`src/rtl/issue_unit.sv`:
```
// ---------------------------------------------------------------------------
// issue_unit
//   Issue scheduler for the Int, LdSt, Mult and Div issue queues. Each cycle
//   it grants issue to ready queues so that no two results ever land on the
//   single CDB in the same cycle, and it tracks the busy time of the
//   non-pipelined divider. The registered CDB owner outputs steer the
//   CDB result mux.
//
//   Result latencies (issue -> CDB): Int = Lsb = 1, Mult = MUL_LAT,
//   Div = DIV_LAT.
//
// Ports
//   Clk             in   clock
//   Rst             in   asynchronous reset, active-high
//   IssInt_Ready    in   int queue has a ready entry
//   IssLsb_Ready    in   load/store queue has a ready entry
//   IssMul_Ready    in   mult queue has a ready entry
//   IssDiv_Ready    in   div queue has a ready entry
//   RB_Flush_Valid  in   flush; every grant is suppressed this cycle
//   Iss_Int         out  grant to int queue
//   Iss_Lsb         out  grant to load/store queue
//   Iss_Mult        out  grant to mult queue
//   Iss_Div         out  grant to div queue
//   Iss_Cdb_Valid   out  registered; some unit owns the CDB this cycle
//   Iss_Cdb_Sel     out  registered owner: 00 int, 01 lsb, 10 mult, 11 div
// ---------------------------------------------------------------------------
module issue_unit #(
    parameter int MUL_LAT = 4,   // 2 <= MUL_LAT < DIV_LAT
    parameter int DIV_LAT = 7    // DIV_LAT <= 15
) (
    input  logic       Clk,
    input  logic       Rst,
    input  logic       IssInt_Ready,
    input  logic       IssLsb_Ready,
    input  logic       IssMul_Ready,
    input  logic       IssDiv_Ready,
    input  logic       RB_Flush_Valid,
    output logic       Iss_Int,
    output logic       Iss_Lsb,
    output logic       Iss_Mult,
    output logic       Iss_Div,
    output logic       Iss_Cdb_Valid,
    output logic [1:0] Iss_Cdb_Sel
);

    localparam logic [1:0] OWN_INT = 2'b00;
    localparam logic [1:0] OWN_LSB = 2'b01;
    localparam logic [1:0] OWN_MUL = 2'b10;
    localparam logic [1:0] OWN_DIV = 2'b11;

    // Slot k of r_rsv/r_own means "CDB taken k cycles from now". The slot at
    // distance DIV_LAT is always empty at a clock edge (nothing reserves
    // further than the longest latency and it shifts down immediately), so
    // only slots 0..DIV_LAT-1 are stored and slot DIV_LAT reads as free.
    logic [DIV_LAT-1:0]       r_rsv;
    logic [DIV_LAT-1:0][1:0]  r_own;
    logic [3:0]               r_div_cnt;
    logic                     r_lru_lsb;   // 1: Lsb wins the next Int/Lsb tie

    logic                     w_elig_int;
    logic                     w_elig_lsb;
    logic                     w_gnt_int;
    logic                     w_gnt_lsb;
    logic                     w_gnt_mul;
    logic                     w_gnt_div;
    logic [DIV_LAT-1:0]       w_rsv_nxt;
    logic [DIV_LAT-1:0][1:0]  w_own_nxt;

    // Grants are combinational so the queue can issue in the same cycle.
    always_comb begin
        w_elig_int = IssInt_Ready & ~r_rsv[1] & ~RB_Flush_Valid;
        w_elig_lsb = IssLsb_Ready & ~r_rsv[1] & ~RB_Flush_Valid;
        // Int and Lsb share slot 1: on a tie the less recently granted wins.
        w_gnt_int  = w_elig_int & (~w_elig_lsb | ~r_lru_lsb);
        w_gnt_lsb  = w_elig_lsb & (~w_elig_int |  r_lru_lsb);
        w_gnt_mul  = IssMul_Ready & ~r_rsv[MUL_LAT] & ~RB_Flush_Valid;
        w_gnt_div  = IssDiv_Ready & (r_div_cnt == 4'd0) & ~RB_Flush_Valid;
    end

    // Shift the reservation window down one slot and drop new grants in at
    // their latency. Latencies are distinct, so the insert points never clash.
    always_comb begin
        w_rsv_nxt = {1'b0, r_rsv[DIV_LAT-1:1]};
        w_own_nxt = {2'b00, r_own[DIV_LAT-1:1]};
        if (w_gnt_int) begin
            w_rsv_nxt[0] = 1'b1;
            w_own_nxt[0] = OWN_INT;
        end
        if (w_gnt_lsb) begin
            w_rsv_nxt[0] = 1'b1;
            w_own_nxt[0] = OWN_LSB;
        end
        if (w_gnt_mul) begin
            w_rsv_nxt[MUL_LAT-1] = 1'b1;
            w_own_nxt[MUL_LAT-1] = OWN_MUL;
        end
        if (w_gnt_div) begin
            w_rsv_nxt[DIV_LAT-1] = 1'b1;
            w_own_nxt[DIV_LAT-1] = OWN_DIV;
        end
    end

    // Flush only blocks new grants; reservations already made keep moving
    // so in-flight results still reach the CDB.
    always_ff @(posedge Clk or posedge Rst) begin
        if (Rst) begin
            r_rsv     <= '0;
            r_own     <= '0;
            r_div_cnt <= 4'd0;
            r_lru_lsb <= 1'b0;
        end else begin
            r_rsv <= w_rsv_nxt;
            r_own <= w_own_nxt;
            if (w_gnt_div)
                r_div_cnt <= 4'(DIV_LAT);
            else if (r_div_cnt != 4'd0)
                r_div_cnt <= r_div_cnt - 4'd1;
            if (w_gnt_int)
                r_lru_lsb <= 1'b1;
            else if (w_gnt_lsb)
                r_lru_lsb <= 1'b0;
        end
    end

    assign Iss_Int       = w_gnt_int;
    assign Iss_Lsb       = w_gnt_lsb;
    assign Iss_Mult      = w_gnt_mul;
    assign Iss_Div       = w_gnt_div;
    assign Iss_Cdb_Valid = r_rsv[0];
    assign Iss_Cdb_Sel   = r_own[0];

endmodule

```
`config.mk`:
```
export PLATFORM = sky130hd
export DESIGN_NAME = issue_unit
export DESIGN_NICKNAME = d
export VERILOG_FILES = /design/src/rtl/issue_unit.sv
export SDC_FILE = /design/constraint.sdc
export NUM_CORES = 1
export LEC_CHECK = 0
export ABC_AREA = 1
export BUFFER_PORTS_ARGS = -buffer_cell sky130_fd_sc_hd__buf_4
export CORE_AREA = 3 3 43 45
export DETAILED_ROUTE_END_ITERATION = 8
export DIE_AREA = 0 0 46 48
export PLACE_DENSITY = 0.66
export SYNTH_ARGS = -nofsm -noshare
export SYNTH_HDL_FRONTEND = slang
export SYNTH_SLANG_ARGS = --single-unit
```
`constraint.sdc`:
```
create_clock -name Clk -period 2.03 [get_ports Clk]
set_clock_uncertainty 0.05 [all_clocks]
set_input_delay 0.203 -clock Clk [delete_from_list [all_inputs] [get_ports Clk]]
set_output_delay 0.203 -clock Clk [all_outputs]
set_load 0.01 [all_outputs]
```
### After elaboration in Yosys (flattened, before gate mapping)

Index checks and enable logic that the tools add are counted.

| operators by class | value |
|---|---|
| reduce and logical (&&, ||, !) cells | 4 |
| bitwise operators | 18 |
| mux-type cells | 12 |
| add/sub/neg operators | 1 |

Operator list:

| operator | count |
|---|---|
| $and A1 B1 Y1 | 10 |
| $mux W2 | 4 |
| $mux W4 | 2 |
| $mux W1 | 6 |
| $not A1 Y1 | 6 |
| $logic_not A4 Y1 | 1 |
| $reduce_bool A2 Y1 | 2 |
| $reduce_bool A4 Y1 | 1 |
| $sub A4 B1 Y4 const B | 1 |
| $or A1 B1 Y1 | 2 |

| storage, ports and cells | value |
|---|---|
| word-level logic and storage cells | 45 |
| register bits | 26 |
| input port bits | 7 |

### Longest topological paths before layout

| logic depth | value |
|---|---|
| depth after elaboration | 8 |
| depth in mapped cells | 6 |
| depth with buffers taken out | 6 |

### Worst setup path after synthesis

OpenSTA, ideal clock, no wires.

| path | value |
|---|---|
| path kind | register -> output |
| start point | register r_div_cnt[0] |
| end point | output Iss_Div |
| stages on the path, launching flop included | 5 |
| arrival | 0.923 ns |
| slack | 0.854 ns |
| path through | dfrtp_1 > inv_1 > ha_1 > nand4_1 > inv_1 |

| on the way | value |
|---|---|
| longest elaborated chain between the ends | 3 |

Ends and longest elaborated chain:

| what | line | text |
|---|---|---|
| start, declared | 57 | `logic [3:0] r_div_cnt;` |
| start signal, assigned | 115 | `r_div_cnt <= 4'(DIV_LAT);` |
| start signal, assigned | 117 | `r_div_cnt <= r_div_cnt - 4'd1;` |
| $logic_not A4 Y1 | 77 | `w_gnt_div = IssDiv_Ready & (r_div_cnt == 4'd0) & ~RB_Flush_Valid;` |
| $and A1 B1 Y1 (2 in a row) | 77 |  |
| end, declared | 41 | `output logic Iss_Div,` |

Every way passes these cells.

### Final worst setup path

Ends and elaborated chain as after synthesis.

==> results.md <==
- Status: finished clean
- CTS tree: done
- Min Clock Period, post-route: 1.66 ns
- 1st-iter DRT viols: 3
- Share of the synthesized area in the top cell type: 0.626
- Number of enable flip-flop cells after synthesis: 0
- Final Hold Fails: 0
- Global placement routability congestion: 0.846
- Initial antenna violation count: 0
- Critical-path maximum fanout: 5
- Clock Latency Late Sink: 0.29 ns
- Max-slew violation count: 0
- # DRC: 0
- HP Class: input port to flop
- Gate Count Post-Synth: 67
- Setup Fix Bufs, Post-CTS: 0
- RSZ-0062 raised after global routing: false
- Final WS setup: around 0.37 ns
- Layout Nets: 91
- Setup TNS: 0 ns
- Num rows: 14
- Area leader, netlist: dfrtp_1
- MaxCap Viol Count: 0
- CTS Buffer Depth: 2
- Tot GR Track Use: 0.112
- Synthesized area: 679 um^2
- Chip width: 46 um
- Multi-input gate area: approximately 190 um^2
- Worst Tran Pin Value: ~0.60 ns
- Number of CTS-inserted buffers: 3
- Clock root cell: clkbuf_4
- Num ports: 14
- Worst path max stage delay: approximately 0.39 ns
- First-pass GRT wire length: 1660 um
- Post_cts resized: 0
- Die height: 48 um
- Final setup viols: 0
- Pin count of the biggest net entering global routing: 18
- Fmax: 602 MHz
- LEAKAGE: 0.469 nW
- Antenna Nets Post-Route: 0
- Clock Pin Slew Worst Setup and Hold Paths: around 0.10 ns
- WL/cell: around 10 um
- Share of cells above drive strength 1: 0.296
- Area grow syn2layout: 19.5%
- Place WS: 0.708 ns
- Yosys cell types: 17
- Vias: 436
- Worst vdd ir: 586 uV
- Startpoint Class: flop
- Critical path class: flop to output port
- Number of global-route vias before repair: around 400
- Final Cycle Share: 0.818
- Vias per std cell: 4.49
- Critical path's slowest cell: dfrtp_1
- Sequential-to-total area share from yosys stat: 0.626
- WP data arrival: approximately 1.4 ns
- Grt total ovfl: 0
- Ant diodes: 0
- IO buf count: 13
- Dominant cells by area after synthesis: dfrtp_1, nand2_1, inv_1
- Asr flop ratio synth: 1.00
- H-Tree Depth: 1
- Hold buffers post-CTS: 1
- Core area: 0.00151 mm^2
- CP most frequent cell: inv_1
- CP top delay family: flip-flops
- PwrDens: 1130 mW/mm^2
- Worst path required time: 1.78 ns
- Synth Register Bits: 17
- Die area: 0.00221 mm^2
- Post-synthesis net count: 76
- Worst path cell trace: inv_1 -> ha_1 -> nand4_1 -> inv_1 -> buf_4
- YS warnings: 0
- Syn_area_per_cell: 10.1 um^2
- WP buf/inv: 3
- Fillers: 124
- WL final: 966 um
- Most frequent cells after synthesis: dfrtp_1, nand2_1, inv_1
- Slew HR: 0.600
- Ys flop type: dfrtp_1
- Count leader, synth: dfrtp_1
- Detailed Place HPWL: ~700 um
- Starting Density: 0.451
- Worst setup EP type: output port
- DRT Pass-1 Iters: 2
- CTS Sinks: 17
- FF/Latch Area: 425 um^2
==> report_power, final <==
| part | leakage, nW | switching [mW] | total (mW) | internal, mW |
|---|---|---|---|---|
| registers | 0.219 | 0.0536 | 0.467 | 0.413 |
| clock network | 0.0177 | 0.100 | 0.173 | 0.0732 |
| logic | 0.232 | 0.156 | 0.281 | 0.126 |
| total | 0.469 | 0.309 | 0.921 | 0.612 |
==> layer usage <==
layer  global-route usage  wire, um  vias to the layer above
met3               0.0564        72                        2
met1                0.132       445                      196
met5                    0         0                        -
met4               0.0511         5                        0
li1                     -         -                      225
met2                0.170       444                       13
==> layout by cell type, fill, tap and decap left out, types with 2 or more instances in the layout <==
cell type and n:
ha_1 2, nand2_1 16, inv_1 10, dfrtp_1 17, clkbuf_4 3, nor2_1 2
nand3_1 5, nor2_2 3, buf_4 13
==> registers in the layout (all words and copies together) (netlist names) <==
signal / cells
Iss_Cdb_Sel: 2
r_own: 9
r_lru_lsb: 1
r_rsv: 1
r_div_cnt: 4
==> final cells by class <==
class,instances,share of cell area
clock buffer,3,0.0277
clock inverter,1,0.00616
inverter,11,0.0508
multi-input combinational,35,0.234
sequential,17,0.524
tap,16,0.0247
timing repair buffer,14,0.133
==> through the flow <==
| stage | area (um^2) | utilization | instances | hold WS [ns] | total power [mW] |
|---|---|---|---|---|---|
| floorplan | 679 | - | 67 | 0.0791 | 0.689 |
| global placement | 774 | 0.514 | 92 | 0.266 | 0.750 |
| detailed placement | 774 | 0.514 | 92 | 0.273 | 0.754 |
| CTS | 812 | 0.539 | 97 | 0.123 | 0.937 |
| global route | 812 | 0.539 | 97 | 0.125 | 1.00 |
| finish | 812 | 0.539 | 97 | 0.132 | 0.921 |
==> worst min-delay path: cells and delay by family <==
family,cells,cell delay [ns]
buffers and inverters,1,0.09
AO/OA/AOI/OAI,1,0.08
AND/OR/NAND/NOR,1,0.07
==> kinds of logic (layout without fill, tap and decap cells) <==
family / count (synthesis) / after routing / share of synthesized area
simple gates: 30 / 30 / 0.210
flops: 17 / 17 / 0.626
buf+inv: 15 / 29 / 0.0939
fa+ha+maj: 2 / 2 / 0.0368
compound gates: 2 / 2 / 0.0203
xor+xnor: 1 / 1 / 0.0129
==> path summary, 6_finish.rpt <==
kind,startpoint,end,slack (ns),cells past startpoint
max,r_div_cnt[0],Iss_Div,0.37,5
min,IssLsb_Ready,r_rsv[0],0.13,3
max reg2reg,r_div_cnt[0],r_div_cnt[1],0.76,6
min reg2reg,r_own[10],r_own[8],0.30,0
max in group asynchronous,Rst,r_div_cnt[1],1.05,3
min in group asynchronous,Rst,r_rsv[0],0.49,3
(Power assumes the default switching activity.)
